## config.mk

```make
export PLATFORM = sky130hd
export DESIGN_NAME = uart_tx_arb
export DESIGN_NICKNAME = d
export VERILOG_FILES = /design/src/rtl/uart_tx_arb.sv
export SDC_FILE = /design/constraint.sdc
export NUM_CORES = 1
export LEC_CHECK = 0
export CAP_MARGIN = 0
export CORE_ASPECT_RATIO = 0.5
export CORE_UTILIZATION = 55
export CTS_CLUSTER_DIAMETER = 60
export DETAILED_ROUTE_END_ITERATION = 8
export DONT_BUFFER_PORTS = 1
export GPL_TIMING_DRIVEN = 0
export PLACE_DENSITY = 0.75
export SLEW_MARGIN = 10
export SYNTH_ARGS = -nofsm -noshare
export SYNTH_HDL_FRONTEND = slang
export SYNTH_SLANG_ARGS = --single-unit
```

## constraint.sdc

```tcl
create_clock -name clk -period 2.1 [get_ports clk]
set_clock_uncertainty 0.2 [all_clocks]
set_input_delay 0.105 -clock clk [delete_from_list [all_inputs] [get_ports clk]]
set_output_delay 0.105 -clock clk [all_outputs]
set_load 0.05 [all_outputs]
```

## src/rtl/uart_tx_arb.sv

```systemverilog
//
// uart_tx_arb
//    Two-requester byte arbiter feeding a single UART 8N1 transmitter.
//    Bytes are granted only while the transmitter is idle and the peer
//    holds cts low. A packet that has started (a byte accepted with
//    last==0) locks the arbiter to its requester until the byte carrying
//    last==1 is accepted. Unlocked ties alternate between the requesters.
//
// Parameters
//    CLK_DIV      clock cycles per UART bit (2..65535)
//
// Ports
//    clk          sole clock, rising edge
//    reset        synchronous, active-high reset
//    req0_data    byte offered by requester 0
//    req0_valid   requester 0 has a byte (data/last stable until accepted)
//    req0_last    offered byte ends requester 0's packet
//    req0_ready   one-cycle accept strobe for requester 0
//    req1_data    byte offered by requester 1
//    req1_valid   requester 1 has a byte (data/last stable until accepted)
//    req1_last    offered byte ends requester 1's packet
//    req1_ready   one-cycle accept strobe for requester 1
//    cts          synchronized clear-to-send, 0 = transmission permitted
//    tx           UART serial output, idle high
//    busy         high while a frame is being shifted out
//    owner        requester of the current or most recently accepted byte
//
module uart_tx_arb #(
   parameter int CLK_DIV = 104
) (
   input  logic       clk,
   input  logic       reset,
   input  logic [7:0] req0_data,
   input  logic       req0_valid,
   input  logic       req0_last,
   output logic       req0_ready,
   input  logic [7:0] req1_data,
   input  logic       req1_valid,
   input  logic       req1_last,
   output logic       req1_ready,
   input  logic       cts,
   output logic       tx,
   output logic       busy,
   output logic       owner
);

   typedef enum logic [1:0] {
      IDLE,
      START,
      DATA,
      STOP
   } state_t;

   localparam logic [15:0] BIT_RELOAD = 16'(CLK_DIV - 1);

   state_t      state, state_n;
   logic [15:0] bit_cnt, bit_cnt_n;
   logic [2:0]  bit_idx, bit_idx_n;
   logic [7:0]  shift_reg, shift_n;
   logic        tx_q, tx_n;
   logic        owner_q, owner_n;
   logic        lock_on, lock_on_n;
   logic        lock_id, lock_id_n;
   logic        last_served, last_served_n;

   logic        elig0, elig1;
   logic        want0, want1;
   logic        grant_any;
   logic        grant_id;
   logic [7:0]  grant_data;
   logic        grant_last;

   // Arbitration. A held lock restricts eligibility to the locked
   // requester; otherwise a tie goes to whoever was not served last.
   // Grants are only possible in IDLE with cts low and reset released,
   // which also guarantees at most one ready per cycle.
   always_comb begin
      elig0      = !lock_on || (lock_id == 1'b0);
      elig1      = !lock_on || (lock_id == 1'b1);
      want0      = req0_valid && elig0;
      want1      = req1_valid && elig1;
      grant_any  = (state == IDLE) && !reset && !cts && (want0 || want1);
      grant_id   = (want0 && want1) ? ~last_served : want1;
      grant_data = grant_id ? req1_data : req0_data;
      grant_last = grant_id ? req1_last : req0_last;
      req0_ready = grant_any && !grant_id;
      req1_ready = grant_any &&  grant_id;
   end

   // Frame sequencer next-state logic. Each of START, DATA and STOP
   // counts bit_cnt down from CLK_DIV-1 to 0 per bit. tx is computed one
   // cycle ahead and registered so the line never glitches; the START bit
   // therefore appears the cycle after acceptance. In DATA the shift
   // register moves right at each bit boundary, so the next bit on the
   // line is always shift_reg[1] at that moment.
   always_comb begin
      state_n       = state;
      bit_cnt_n     = bit_cnt;
      bit_idx_n     = bit_idx;
      shift_n       = shift_reg;
      tx_n          = tx_q;
      owner_n       = owner_q;
      lock_on_n     = lock_on;
      lock_id_n     = lock_id;
      last_served_n = last_served;

      unique case (state)
         IDLE: begin
            tx_n = 1'b1;
            if (grant_any) begin
               state_n       = START;
               bit_cnt_n     = BIT_RELOAD;
               bit_idx_n     = 3'd0;
               shift_n       = grant_data;
               tx_n          = 1'b0;
               owner_n       = grant_id;
               last_served_n = grant_id;
               lock_on_n     = !grant_last;
               lock_id_n     = grant_id;
            end
         end
         START: begin
            if (bit_cnt == 16'd0) begin
               state_n   = DATA;
               bit_cnt_n = BIT_RELOAD;
               bit_idx_n = 3'd0;
               tx_n      = shift_reg[0];
            end else begin
               bit_cnt_n = bit_cnt - 16'd1;
            end
         end
         DATA: begin
            if (bit_cnt == 16'd0) begin
               bit_cnt_n = BIT_RELOAD;
               if (bit_idx == 3'd7) begin
                  state_n = STOP;
                  tx_n    = 1'b1;
               end else begin
                  bit_idx_n = bit_idx + 3'd1;
                  shift_n   = {1'b0, shift_reg[7:1]};
                  tx_n      = shift_reg[1];
               end
            end else begin
               bit_cnt_n = bit_cnt - 16'd1;
            end
         end
         STOP: begin
            tx_n = 1'b1;
            if (bit_cnt == 16'd0) begin
               state_n = IDLE;
            end else begin
               bit_cnt_n = bit_cnt - 16'd1;
            end
         end
         default: begin
            state_n = IDLE;
            tx_n    = 1'b1;
         end
      endcase
   end

   // State register. Reset aborts any frame in flight, drives the line
   // idle, drops the lock and marks requester 1 as last served so that
   // requester 0 wins the first tie after reset.
   always_ff @(posedge clk) begin
      if (reset) begin
         state       <= IDLE;
         bit_cnt     <= 16'd0;
         bit_idx     <= 3'd0;
         shift_reg   <= 8'd0;
         tx_q        <= 1'b1;
         owner_q     <= 1'b0;
         lock_on     <= 1'b0;
         lock_id     <= 1'b0;
         last_served <= 1'b1;
      end else begin
         state       <= state_n;
         bit_cnt     <= bit_cnt_n;
         bit_idx     <= bit_idx_n;
         shift_reg   <= shift_n;
         tx_q        <= tx_n;
         owner_q     <= owner_n;
         lock_on     <= lock_on_n;
         lock_id     <= lock_id_n;
         last_served <= last_served_n;
      end
   end

   assign tx    = tx_q;
   assign busy  = (state != IDLE);
   assign owner = owner_q;

endmodule
```

Word-level counts from Yosys, hierarchy flattened

Index checks and enable logic that the tools add are counted.

Register bits: 33
Bits in latches: 0
RAM bits: 0
ROM bits: 0
Bits of input ports: 23
Output and inout port bits: 5
Word-level logic and storage cells: 78
Memories kept: 0

Add/subtract/negate cells: 2
Multipliers: 0
Divide/modulo/power cells: 0
$lt $le $gt $ge: 0
Equal/unequal tests: 11
Shift-type cells: 0
Multiplexer cells: 27
Bitwise logic cells: 2
Reduce and logical (&&, ||, !) cells: 28

Operators with widths:

| operator                                            | count |
|---|---|
| 2-to-1 mux 16 bit                                   | 3 |
| one-hot mux 16 bit (3 select lines)                 | 1 |
| 2-to-1 mux 8 bit                                    | 4 |
| logical NOT 16 bit                                  | 1 |
| one-hot mux 8 bit (2 select lines)                  | 1 |
| subtractor 16 x 1 -> 16 bit (second input constant) | 1 |
| != test 2 bit (second input constant)               | 7 |
| 2-to-1 mux 3 bit                                    | 4 |
| 2-to-1 mux 2 bit                                    | 5 |
| AND reduction 5 bit                                 | 2 |
| one-hot mux 3 bit (3 select lines)                  | 1 |
| logical AND 1 bit                                   | 8 |
| one-hot mux 2 bit (4 select lines)                  | 1 |
| 2-to-1 mux 1 bit                                    | 6 |
| AND reduction 2 bit                                 | 3 |
| logical NOT 1 bit                                   | 5 |
| equality test 2 bit (second input constant)         | 2 |
| one-hot mux 1 bit (4 select lines)                  | 1 |
| AND reduction 4 bit                                 | 1 |
| nonzero test 2 bit                                  | 2 |
| adder 3 x 1 -> 3 bit (second input constant)        | 1 |
| equality test 3 bit (second input constant)         | 1 |
| logical OR 1 bit                                    | 3 |
| nonzero test 3 bit                                  | 1 |
| 4 further kinds                                     | 5 |

Logic depth before layout (Yosys ltp)

Depth after elaboration: 8
Depth in mapped cells: 8

Worst setup path after synthesis

Ideal clock, no wire load.

Kind: register to register
From: register state[0]
To: register lock_id
Setup time: 70 ps
Arrival: 2,813 ps
Required time: 1,830 ps
Slack: -983 ps
Cell stages (with the launch flop): 8
Buffers on the path: 1
Cells stage by stage: dfxtp_1 inv_1 ha_1 clkbuf_1 clkinv_1 nor3_1 a21oi_1 nor2_1

Word-level cells in the longest chain between the ends: 5

RTL lines:

| element                           | RTL line | source |
|---|---|---|
| start, declared                   | 56       | `state_t state, state_n;` |
| start signal, assigned            | 177      | `state <= state_n;` |
| logical NOT 2 bit (*)             | 82, 107  |  |
| logical AND 1 bit (3 in series)   | 82       | `grant_any = (state == IDLE) && !reset && !cts && (want0 \|\| want1);` |
| AND reduction 2 bit (no line) (*) | -        |  |
| end signal, assigned              | 184      | `lock_id <= lock_id_n;` |
| end, declared                     | 63       | `logic lock_id, lock_id_n;` |

Every way passes the cells marked *; elsewhere a longest branch is shown, timed or not.
A chain may end at the register's enable or synchronous reset.

Final worst setup path

From: register bit_cnt[5]
To: register shift_reg[4]

Word-level cells in the longest chain between the ends: 3

RTL lines:

| element                       | RTL line | source |
|---|---|---|
| start, declared               | 57       | `logic [15:0] bit_cnt, bit_cnt_n;` |
| start signal, assigned        | 178      | `bit_cnt <= bit_cnt_n;` |
| logical NOT 16 bit            | 133      | `if (bit_cnt == 16'd0) begin` |
| != test 2 bit (no line)       | -        |  |
| AND reduction 4 bit (no line) | -        |  |
| end signal, assigned          | 180      | `shift_reg <= shift_n;` |
| end, declared                 | 59       | `logic [7:0] shift_reg, shift_n;` |

Every way passes these cells.

==> results.cfg <==
[synthesis]
async_flop_share_pct = 0
synth_top_family_by_area = compound AO/OA/AOI/OAI gates
synth_flop_cell = sky130_fd_sc_hd__dfxtp_1
ys_seq_elements = 33
synth_xor_xnor_area_share_pct = 1.69
synth_area_in_compound_gates_pct = 30.7
adder_and_majority_gate_portion_of_the_synthesized_area_pct = 4.84
postSynthAreaPerCell_um2 = 8.58
post_synth_and_or_nand_nor_area_fraction_pct = 20.3
seq_area_frac_synth_pct = 31.9
netlist_area_um2 = 2070
number_of_enable_type_register_cells_in_the_synthesized_netlist = 0
yosysWarningCount = 0
synth.mux.area_fraction_pct = 5.81
synth_cell_types = 56
synth.net_count = 272
syn-instance-count = 241

[cells_and_area]
fillerInstances = 204
largest_register_ff_count = 16
antennaDiodeCount = 0
design_area_um2 = 2790
final_nets = 307
layout.area.seq_um2 = 681
drive_gt1_share_pct = 30.8
syn_to_final_growth_pct = 34.8
multi_input_comb_area_um2 = 1570
final_core_util_pct = 79.4

[route]
remaining_drc_errors = 0
drt_first_iter_violations = 173
vias = 2159
detail_route.first_pass.iterations = 4
wl_per_cell_um = 19.3
postRouteAntennaNets = 0
route.detailed.vias_per_inst = 6.60
wl_um = 6320

[power]
max-vdd-ir-drop_mv = 0.886
leakage_nw = 1.10
power_mw = 4.97
power_density_nw_per_um2 = 1780

[placement]
dpl-instance-area_um2 = 2160
number_of_port_buffers = 0
hpwlAfterDp_um = 3640
place_congestion = 0.876

[global_route]
grt_antenna_before_repair = 0
global_route_wire_length_before_repair_um = 9290
globalRouteTotalUtil_pct = 30.7
grt_remaining_overflow = 0
grt_max_degree = 11
via_count_of_the_first_global_routing_pass = 1999

[sta]
totalNegativeSetupSlack_ns = -0.682
number_of_hold_violations_in_the_final_report = 0
final-max-slew-violation-count = 0
whs_ns = 0.00849
final.min_clock_period_ns = 2.23
rsz0062_at_grt = yes
final-setup-viol-count = 14
timing.max_slew.rel_slack_pct = 56.5
timing.final.ws_setup_ns = -0.128
min_period_over_period_pct = 106
worstMarginPinSlew_ns = 0.653
fmaxAchievable_mhz = 449

[setup_path]
rr_worst_depth = 7
worstPathBufferInverterCount = 2
crit_required_ns = 2.04
cp_slowest_cell = sky130_fd_sc_hd__dfxtp_4
critical_path.startpoint = bit_cnt[5]$_SDFFE_PP0P_
register_to_register_setup_slack_ns = -0.13
type_of_the_worst_setup_path = reg -> reg
setup.worst_path.end_class = flop
critPathMaxStageDelay_ns = 0.37
timing.critical_path.max_delay_family = compound AO/OA/AOI/OAI gates
start_kind = flop
critPathMaxFanout = 10
r2r_start = bit_cnt[5]$_SDFFE_PP0P_
worstPathCellList = nor4_4 -> nand4_1 -> buf_4 -> o31a_1 -> buf_6 -> o21ai_0 -> a21oi_2
regToRegEndpoint = shift_reg[4]$_SDFFE_PP0P_
data_arrival_at_the_endpoint_of_the_critical_path_ns = 2.17

[clock_tree]
ctsHtreeMaxLevel = 2
cts-buffers-inserted = 5
clock_insertion_delay_worst_skew_ns = 0.28
cts_num_sinks = 33
cts.reportedPaths.clkPinSlew_ns = 0.07
clockBufferDepth = 2
cts_root_buffer = sky130_fd_sc_hd__clkbuf_8
tritoncts = done

[status]
result_of_the_run = finished, violations left
failing_checks = negative setup slack

[die]
initial_utilization_pct = 58.9
die-area_um2 = 4020
rows = 15
io-pin-count = 28
die_height_um = 45.4
core_area_um2 = 3510
chipWidth_um = 88.7

[hold_path]
hold_depth = 3
min_from = req1_data[1]
hold-path-endpoint = shift_reg[1]$_SDFFE_PP0P_
hp-class = in -> reg

[run]
cap_viol_max_count = 0
-- worst max path at each step --
stage	cells past startpoint	to	slack, ns
global route	7	shift_reg[4]$_SDFFE_PP0P_	-0.14
CTS	3	req1_ready	-0.07
detailed placement	7	bit_cnt[11]$_SDFFE_PP0P_	-0.52
finish	7	shift_reg[4]$_SDFFE_PP0P_	-0.13
global placement	7	bit_cnt[13]$_SDFFE_PP0P_	-0.46
floorplan	6	bit_idx[0]$_SDFFE_PP0P_	-0.03
-- worst register-to-register path: cells and delay by family, from the launching register on --
family	cells	cell delay (ns)
DFF	1	0.37
and+or+nand+nor	2	0.47
AOI/OAI and AO/OA	3	0.72
buffers and inverters	2	0.34
-- cell usage after synthesis, drive strengths merged (3+ instances only) --
cell	n	area, um^2
o21ai	16	80.1
nor3	7	35.0
a31oi	3	18.8
nand2	12	45.0
a21oi	23	115
clkinv	3	11.3
nand3	3	15.0
or3	7	43.8
dfxtp	33	661
mux2i	12	120
a21o	4	30.0
buf	5	31.3
ha	8	100
o221a	4	45.0
inv	7	26.3
nor4	5	52.6
clkbuf	8	30.0
nor2	19	73.8
xnor2	3	26.3
a2111o	8	90.1
and3	5	31.3
o31ai	3	22.5
-- kinds of logic after synthesis --
family	Yosys count
xor+xnor	4
simple gates	75
buf+inv	23
flops	33
mux	12
fa+ha+maj	8
compound gates	86
-- routing by layer --
| layer | GRT usage [%] | wire length (um) | vias to the layer above |
|---|---|---|---|
| li1 | - | - | 993 |
| met3 | 8.04 | 486 | 13 |
| met5 | 0 | 0 | - |
| met2 | 55.2 | 2960 | 102 |
| met1 | 37.9 | 2770 | 1051 |
| met4 | 6.45 | 103 | 0 |
-- layout make-up --
class / count / area share [%]
plain buffers: 11 / 2.83
clock buffers: 7 / 3.10
inverters: 10 / 1.66
multi-input cells: 185 / 56.1
flip-flops and latches: 33 / 24.4
well taps: 51 / 2.29
repair buffers: 30 / 9.56
-- where the power goes --
group | switching (mW) | internal (mW) | total, mW
clock | 0.226 | 0.260 | 0.486
combinational | 1.90 | 1.49 | 3.39
sequential | 0.258 | 0.836 | 1.09
-- stage by stage --
stage / setup slack [ns] / cells
final: -0.128 / 327
after global routing: -0.139 / 327
after CTS: -0.0718 / 325
after detailed placement: -0.518 / 292
after global placement: -0.462 / 292
after floorplan: -0.0304 / 241
-- layout by cell type (no fill, tap or decap), types with 5 or more instances in the layout --
cell type / netlist / layout
sky130_fd_sc_hd__a2111o_1: 8 / 8
sky130_fd_sc_hd__a21oi_1: 23 / 18
sky130_fd_sc_hd__a21oi_2: 0 / 5
sky130_fd_sc_hd__buf_4: 0 / 14
sky130_fd_sc_hd__buf_6: 1 / 7
sky130_fd_sc_hd__clkbuf_8: 0 / 6
sky130_fd_sc_hd__dfxtp_1: 33 / 23
sky130_fd_sc_hd__dfxtp_2: 0 / 7
sky130_fd_sc_hd__dlygate4sd3_1: 0 / 13
sky130_fd_sc_hd__inv_1: 7 / 7
sky130_fd_sc_hd__mux2i_1: 12 / 11
sky130_fd_sc_hd__nand2_1: 12 / 11
sky130_fd_sc_hd__nor2_1: 18 / 16
sky130_fd_sc_hd__nor3_1: 7 / 5
sky130_fd_sc_hd__o21ai_0: 14 / 12
sky130_fd_sc_hd__or3_1: 7 / 6
-- timing repair --
action,CTS,global route
endpoints found under the setup margin,35,33
cloned,1,0
pin swaps,10,16
gates resized for setup,38,34
hold buffers,13,0
hold endpoints to repair,7,0
setup buffers,14,2
Power figures use the tool's default switching activity.
